## config.mk

```make
export PLATFORM = sky130hd
export DESIGN_NAME = seq_shift_unit
export DESIGN_NICKNAME = d
export VERILOG_FILES = /design/src/rtl/seq_shift_unit.sv
export SDC_FILE = /design/constraint.sdc
export NUM_CORES = 1
export LEC_CHECK = 0
export ABC_CLOCK_PERIOD_IN_PS = 2700
export CAP_MARGIN = 20
export CORE_MARGIN = 2
export CORE_UTILIZATION = 45
export DETAILED_ROUTE_END_ITERATION = 10
export GPL_TIMING_DRIVEN = 0
export HOLD_SLACK_MARGIN = 0.1
export PLACE_DENSITY = 0.75
export SYNTH_ARGS = -nofsm -noshare
export SYNTH_HDL_FRONTEND = slang
export SYNTH_SLANG_ARGS = --single-unit
```

## constraint.sdc

```tcl
create_clock -name clk -period 2.7 [get_ports clk]
set_clock_uncertainty 0.15 [all_clocks]
set_input_delay 0.675 -clock clk [delete_from_list [all_inputs] [get_ports clk]]
set_output_delay 0.675 -clock clk [all_outputs]
set_load 0.05 [all_outputs]
```

## src/rtl/seq_shift_unit.sv

```systemverilog
// Multi-cycle shifter: shifts by up to STEP positions per clock behind valid/ready handshakes.
// Define SEQ_SHIFT_ROTATE_EN to build the ROR path; without it op 11 behaves as SRL.
module seq_shift_unit #(
  parameter int unsigned WIDTH = 16,
  parameter int unsigned STEP  = 1,
  parameter int unsigned AW    = $clog2(WIDTH)
) (
  input  logic             clk,
  input  logic             rst_n,
  input  logic             in_valid,
  output logic             in_ready,
  input  logic [WIDTH-1:0] in_data,
  input  logic [AW-1:0]    in_amount,
  input  logic [1:0]       in_op,
  output logic             out_valid,
  input  logic             out_ready,
  output logic [WIDTH-1:0] out_data,
  output logic             out_zero,
  output logic             out_carry
);

  typedef enum logic [1:0] {StIdle, StShift, StDone} state_e;

  localparam logic [1:0] OpSll = 2'b00;
  localparam logic [1:0] OpSra = 2'b10;
`ifdef SEQ_SHIFT_ROTATE_EN
  localparam logic [1:0] OpRor = 2'b11;
`endif

  // One extra bit so a per-cycle step equal to WIDTH is representable.
  localparam int unsigned KW = AW + 1;
  localparam logic [KW-1:0] StepK  = KW'(STEP);
  localparam logic [KW-1:0] WidthK = KW'(WIDTH);

  state_e           state_q;
  logic [WIDTH-1:0] data_q;
  logic [AW-1:0]    rem_q;
  logic [1:0]       op_q;
  logic             carry_q;
  logic [WIDTH-1:0] out_data_q;
  logic             out_carry_q;
  logic             out_valid_q;

  logic [KW-1:0]           k;
  logic [AW-1:0]           rem_next;
  logic [WIDTH-1:0]        step_data;
  logic                    step_carry;
  logic [WIDTH-1:0]        left_pre;
  logic [WIDTH-1:0]        right_pre;
  logic signed [WIDTH-1:0] sra_src;

  always_comb begin
    k          = ({1'b0, rem_q} < StepK) ? {1'b0, rem_q} : StepK;
    rem_next   = rem_q - k[AW-1:0];
    sra_src    = data_q;
    // Value shifted by k-1: its edge bit is the last one to leave the word.
    left_pre   = data_q << (k - 1'b1);
    right_pre  = data_q >> (k - 1'b1);
    step_data  = data_q >> k;
    step_carry = right_pre[0];
    case (op_q)
      OpSll: begin
        step_data  = data_q << k;
        step_carry = left_pre[WIDTH-1];
      end
      OpSra: begin
        step_data  = WIDTH'(sra_src >>> k);
        step_carry = right_pre[0];
      end
`ifdef SEQ_SHIFT_ROTATE_EN
      OpRor: begin
        step_data  = (data_q >> k) | (data_q << (WidthK - k));
        step_carry = right_pre[0];
      end
`endif
      default: begin
        step_data  = data_q >> k;
        step_carry = right_pre[0];
      end
    endcase
  end

  always_ff @(posedge clk or negedge rst_n) begin
    if (!rst_n) begin
      state_q     <= StIdle;
      data_q      <= '0;
      rem_q       <= '0;
      op_q        <= 2'b00;
      carry_q     <= 1'b0;
      out_data_q  <= '0;
      out_carry_q <= 1'b0;
      out_valid_q <= 1'b0;
    end else begin
      case (state_q)
        StIdle: begin
          if (in_valid) begin
            data_q  <= in_data;
            rem_q   <= in_amount;
            op_q    <= in_op;
            carry_q <= 1'b0;
            state_q <= (in_amount == '0) ? StDone : StShift;
          end
        end
        StShift: begin
          data_q  <= step_data;
          carry_q <= step_carry;
          rem_q   <= rem_next;
          if (rem_next == '0) begin
            state_q <= StDone;
          end
        end
        StDone: begin
          // First DONE cycle publishes the result into the output registers.
          if (!out_valid_q) begin
            out_valid_q <= 1'b1;
            out_data_q  <= data_q;
            out_carry_q <= carry_q;
          end else if (out_ready) begin
            out_valid_q <= 1'b0;
            state_q     <= StIdle;
          end
        end
        default: state_q <= StIdle;
      endcase
    end
  end

  assign in_ready  = (state_q == StIdle);
  assign out_valid = out_valid_q;
  assign out_data  = out_data_q;
  assign out_carry = out_carry_q;
  assign out_zero  = ~|out_data_q;

endmodule

```

# After elaboration in Yosys (flattened, before gate mapping)
# Index checks and enable logic that the tools add are counted.
[totals] out_inout_bits=20 in_bits=26 reg_bits=43 elab_cells=52
[op_classes] eq_ne=7 muxes=17 n_reduce_logical=11 bitwise=1 shifts=5 add_sub_neg=2 order_cmp=1
[ops] cell="$pmux W16 S2" count=2
[ops] cell="$mux W16" count=1
[ops] cell="$reduce_or A16 Y1" count=1
[ops] cell="$shl A16 B4 Y16" count=1
[ops] cell="$shl A16 B5 Y16" count=1
[ops] cell="$shr A16 B4 Y16" count=1
[ops] cell="$shr A16 B5 Y1" count=1
[ops] cell="$sshr A16 B4 Y16" count=1
[ops] cell="$mux W2" count=5
[ops] cell="$logic_not A4 Y1" count=2
[ops] cell="$mux W4" count=2
[ops] cell="$ne A2 B2 Y1 const B" count=4
[ops] cell="$pmux W4 S2" count=1
[ops] cell="$pmux W2 S3" count=1
[ops] cell="$reduce_and A2 Y1" count=3
[ops] cell="$sub A4 B1 Y5 const B" count=1
[ops] cell="$eq A2 B2 Y1 const B" count=2
[ops] cell="$logic_not A2 Y1" count=2
[ops] cell="$lt A4 B1 Y1 const B" count=1
[ops] cell="$mux W1" count=4
[ops] cell="$reduce_and A4 Y1" count=1
[ops] cell="$sub A4 B4 Y4" count=1
[ops] cell="$eq A2 B1 Y1 const B" count=1
[ops] cell="$pmux W1 S2" count=1
[ops] cell="3 further kinds" count=3

# Logic depth before layout (Yosys ltp)
# Gate-level depths: netlist of the first run.
[depth] ltp_word=6 ltp_mapped=8 mapped_depth_nobuf=8

# Worst setup path before layout of the first run
# OpenSTA, ideal clock, no wires.
[synth_path] kind="register to register" startpoint="register state_q[0]" endpoint="register data_q[10]" arrival_ns=2.058 setup_slack_ns=0.370 path_stages_with_launch=6 setup_ns=0.123 synth_period_minus_slack_ns=2.330 n_path_buf=2 required_ns=2.427 path_cell_list="dfrtp_1 buf_4 nor2_1 nand2_1 buf_2 o221a_2"
[synth_via] elab_chain_cells=3 elab_cells_between_ends=6 classes_between="eq/ne (2); mux (1); reduce/logical (3)"
[synth_lines] element="start: declaration" line="35" source="state_e state_q;"
[synth_lines] element="start signal: assignment" line="85" source="state_q <= StIdle;"
[synth_lines] element="start signal: assignment" line="101" source="state_q <= (in_amount == '0) ? StDone : StShift;"
[synth_lines] element="start signal: assignment" line="109" source="state_q <= StDone;"
[synth_lines] element="$logic_not A2 Y1 *"
[synth_lines] element="net in_ready" line="11" source="output logic in_ready,"
[synth_lines] element="$ne A2 B2 Y1 (no line) / $reduce_bool A2 Y1 (equally long branches)"
[synth_lines] element="$reduce_and A2 Y1 (no line)"
[synth_lines] element="end signal: assignment" line="97" source="data_q <= in_data;"
[synth_lines] element="end signal: assignment" line="105" source="data_q <= step_data;"
[synth_lines] element="end: declaration" line="36" source="logic [WIDTH-1:0] data_q;"
# The timed path passes the listed nets; every way through them passes the cells marked *.
# A chain may end at the register's enable or synchronous reset.

# Worst setup path after layout of the first run
[layout_path] startpoint="register out_data_q[1] (netlist: out_data[1])" endpoint="output out_zero"
[layout_via] elab_chain_cells=2
[layout_lines] element="start: declaration" line="40" source="logic [WIDTH-1:0] out_data_q;"
[layout_lines] element="start signal: assignment" line="116" source="out_data_q <= data_q;"
[layout_lines] element="$reduce_or A16 Y1" line="132" source="assign out_zero = ~|out_data_q;"
[layout_lines] element="$logic_not A1 Y1" line="132"
[layout_lines] element="end: declaration" line="18" source="output logic out_zero,"
# Every way passes these cells.

==> impl_results.md, run 1 <==
- Status: finished, final reports clean
- Hold WC Path Type: in2async
- Share of cells above drive strength 1: a little under a quarter
- Synth Instances: roughly 200
- Initial drt markers: slightly above 100
- EDFF count, synth: 0
- Unrepaired setup endpoints after global routing: no
- Post-DP HPWL: roughly 3600 um
- Register area: approximately 1100 um2
- First-pass GRT wire length: approximately 8000 um
- Initial Util: ~46%
- FF+latch count, synth: 43
- DRT Wirelength: 4860 um
- Post-Synth Adder-Cell Area: 1.75%
- Die X: around 73 um
- Final RePlAce weighted congestion: 0.855
- WP data required: roughly 1.9 ns
- Peak supply drop: 0.848 mV
- Slew HR: 51.1%
- Clk buf depth: 2
- Startpoint Class: flip-flop
- Main synth FF type: dfrtp_1
- CTS root buffer: clkbuf_8
- Crit Path Max Fanout: 3
- Synth-to-Final Area Change: 29.6%
- Vias in the first global route: 1631
- Synth warn: 0
- Post-CTS Resized: 3
- Final WS setup: 0.0514 ns
- Cell area after synthesis: between 2000 and 2500 um2
- Sequential area share after synthesis: 50.0%
- Mapped Nets: between 200 and 250
- Synth Area in XOR/XNOR: 0%
- Die Ht: 73.1 um
- # fillers: between 400 and 500
- Final min period: 2.65 ns
- Die area: 5350 um2
- Area after DPL: about 2700 um2
- Layout Cells excl Fill: 306
- Setup_tns: 0 ns
- CP Capture Type: output pin
- Gr ovfl total: 0
- Ys async rst share: 100%
- Critical Path AT: about 1.8 ns
- Post-route cell area: around 2800 um2
- DRC violations left: 0
- Largest family of logic cells by synthesized area: compound AO/OA/AOI/OAI gates
- Largest net degree at the start of global routing: 29
- First-pass detailed-route iteration total: 4
- Max Cap Viol: 0
- Average wire per standard cell: 15.9 um
- ANT cells: 0
- Post-route ant nets: 0
- # IOs: 46
- Static leakage: 0.00120 uW
- CP startpoint: out_data[1]
- Setup Fix Bufs, Post-CTS: 0
- Syn avg cell area: roughly 11 um2
- Clock-pin slew of the registers on the worst-case setup and hold paths: roughly 0.080 ns
- Worst-Skew Late Latency: 0.29 ns
- Cell row count: 25
- Placed Cells: 298
- Multi-input logic area: around 1000 um2
- TritonCTS Buffers: 5
- Final design utilization: between 50% and 60%
- Mux cell area share after synthesis: between 10% and 20%
- Reg-to-Reg Start: rem_q[2]
- CTS tree: built
- Synth Area in Compound Gates: 16.5%
- Synth top area cells: dfrtp_1 (50%), mux2_2 (9.9%), o221a_2 (6.8%)
- Worst-margin pin slew: between 0.7 and 0.8 ns
- Antenna violations before repair: 0
- Pwr dens: 1460 nW/um2
- Slew Viols, Final: 0
- Pre-CTS WS: -0.0298 ns
- Final net count: 280
- Hold_buf cts: 0
- WS Path Type: reg2out
- Final Cycle Share: a little over nine tenths
- Clock sink count: 43
- Max Fclk: 0.378 GHz
- Final hold vios: 0
- Core area: ~4700 um2
- Vias/cell: between 5 and 6
- H-tree depth: 2
- Port Buffers: 45
- Setup Viol. Count Final: 0
- Simple-gate share of the synthesized area: roughly 15%
- Post-synth top area cell: dfrtp_1
- Yosys top cell area share: about half
- Unique masters post-synth: 41
- Via count: around 1800
- Total Routing Usage GR: between 15 and 20%
## report_power, final
| part | internal [uW] | switching, uW |
|---|---|---|
| Combinational | 1030 | 1310 |
| Sequential | 984 | 305 |
| Clock | 233 | 208 |
| Total | 2240 | 1820 |
## kinds of logic (layout without fill, tap and decap cells)
group	Yosys count	count (layout)
compound gates	44	44
flops	43	43
mux	22	22
simple gates	69	69
buf+inv	16	70
other cells	1	1
fa+ha+maj	3	3
## flip-flops by register name, summed over array words and instances, names as in the netlist
register,flops
data_q,16
out_data,16
rem_q,4
op_q,2
state_q,2
carry_q,1
out_carry,1
out_valid,1
## area by class of cell
type / instances / share of cell area (%)
tap: 54 / 2.42
inverter: 7 / 0.943
sequential: 43 / 38.6
clock buffer: 8 / 3.59
multi-input combinational: 139 / 35.6
buffer: 9 / 1.97
timing repair buffer: 46 / 16.8
## worst max-delay path: stages (launching register included)
cell and delay (ns):
dfrtp_1 0.40, nor4_1 0.50, and4_1 0.27, clkdlybuf4s15_2 0.37
## layer usage
metal  part of all wire, %  global-route usage [%]  up-vias
li1                      -                       -      843
met1                    45                    29.5      848
met2                    47                    29.6       69
met3                   6.8                    4.56        7
met4                   1.2                    4.94        0
met5                     0                       0        -
## synth_stat cells, types with 3 or more instances
cell type	instances
a31oi_1	3
buf_4	5
o211ai_1	3
dfrtp_1	43
inv_1	6
nor3_1	4
nor4_1	4
ha_1	3
o221a_2	13
nand3_1	12
a21oi_1	4
nand2_1	32
nor2_1	4
o21ai_0	7
mux2_2	19
## metrics by stage
stage | hold slack [ns] | total power, uW
finish | 0.144 | 4070
global placement | 0.336 | 3590
floorplan | 0.229 | 2960
detailed placement | 0.343 | 3630
global route | 0.171 | 4360
CTS | 0.147 | 4090
## worst paths after layout
| kind | end | slack (ns) | cells after the start |
|---|---|---|---|
| hold / removal | rem_q[1] | 0.14 | 1 |
| setup reg to reg | carry_q | 0.51 | 7 |
| hold reg to reg | out_carry | 0.36 | 1 |
| max in group asynchronous | data_q[14] | 1.79 | 2 |
| min in group clk | out_carry | 0.36 | 1 |
| setup / recovery | out_zero | 0.05 | 3 |
## cell usage in the layout, fill, tap and decap left out, drive strengths merged
cell / netlist / final
o21ai: 8 / 8
conb: 1 / 1
dfrtp: 43 / 43
or2: 2 / 2
clkbuf: 2 / 10
mux2: 19 / 19
and2: 1 / 1
clkdlybuf4s50: 0 / 42
a21oi: 4 / 4
buf: 7 / 9
mux4: 2 / 2
o22ai: 2 / 2
o31ai: 2 / 2
dlymetal6s2s: 0 / 1
nor2b: 2 / 2
o31a: 1 / 1
o211ai: 3 / 3
nor4: 4 / 4
nor3: 5 / 5
or4: 1 / 1
clkdlybuf4s15: 0 / 1
a31oi: 3 / 3
a2bb2oi: 1 / 1
o21a: 1 / 1
nand2b: 2 / 2
mux2i: 1 / 1
and3: 1 / 1
nand3: 12 / 12
o21ba: 1 / 1
inv: 7 / 7
and4: 1 / 1
a22oi: 2 / 2
nand2: 32 / 32
a21o: 1 / 1
nor2: 6 / 6
o22a: 2 / 2
ha: 3 / 3
o221a: 13 / 13
(Power assumes the default switching activity.)
==> run 2: changes to the inputs <==
- TNS_END_PERCENT: default -> 50
==> results of run 2 <==
Final layout, timing and power as in run 1 (identical DEF).
==> run 3: changes to the inputs <==
- SLEW_MARGIN: default -> 20
==> results of run 3 <==
Final layout, timing and power as in run 1 (identical DEF).
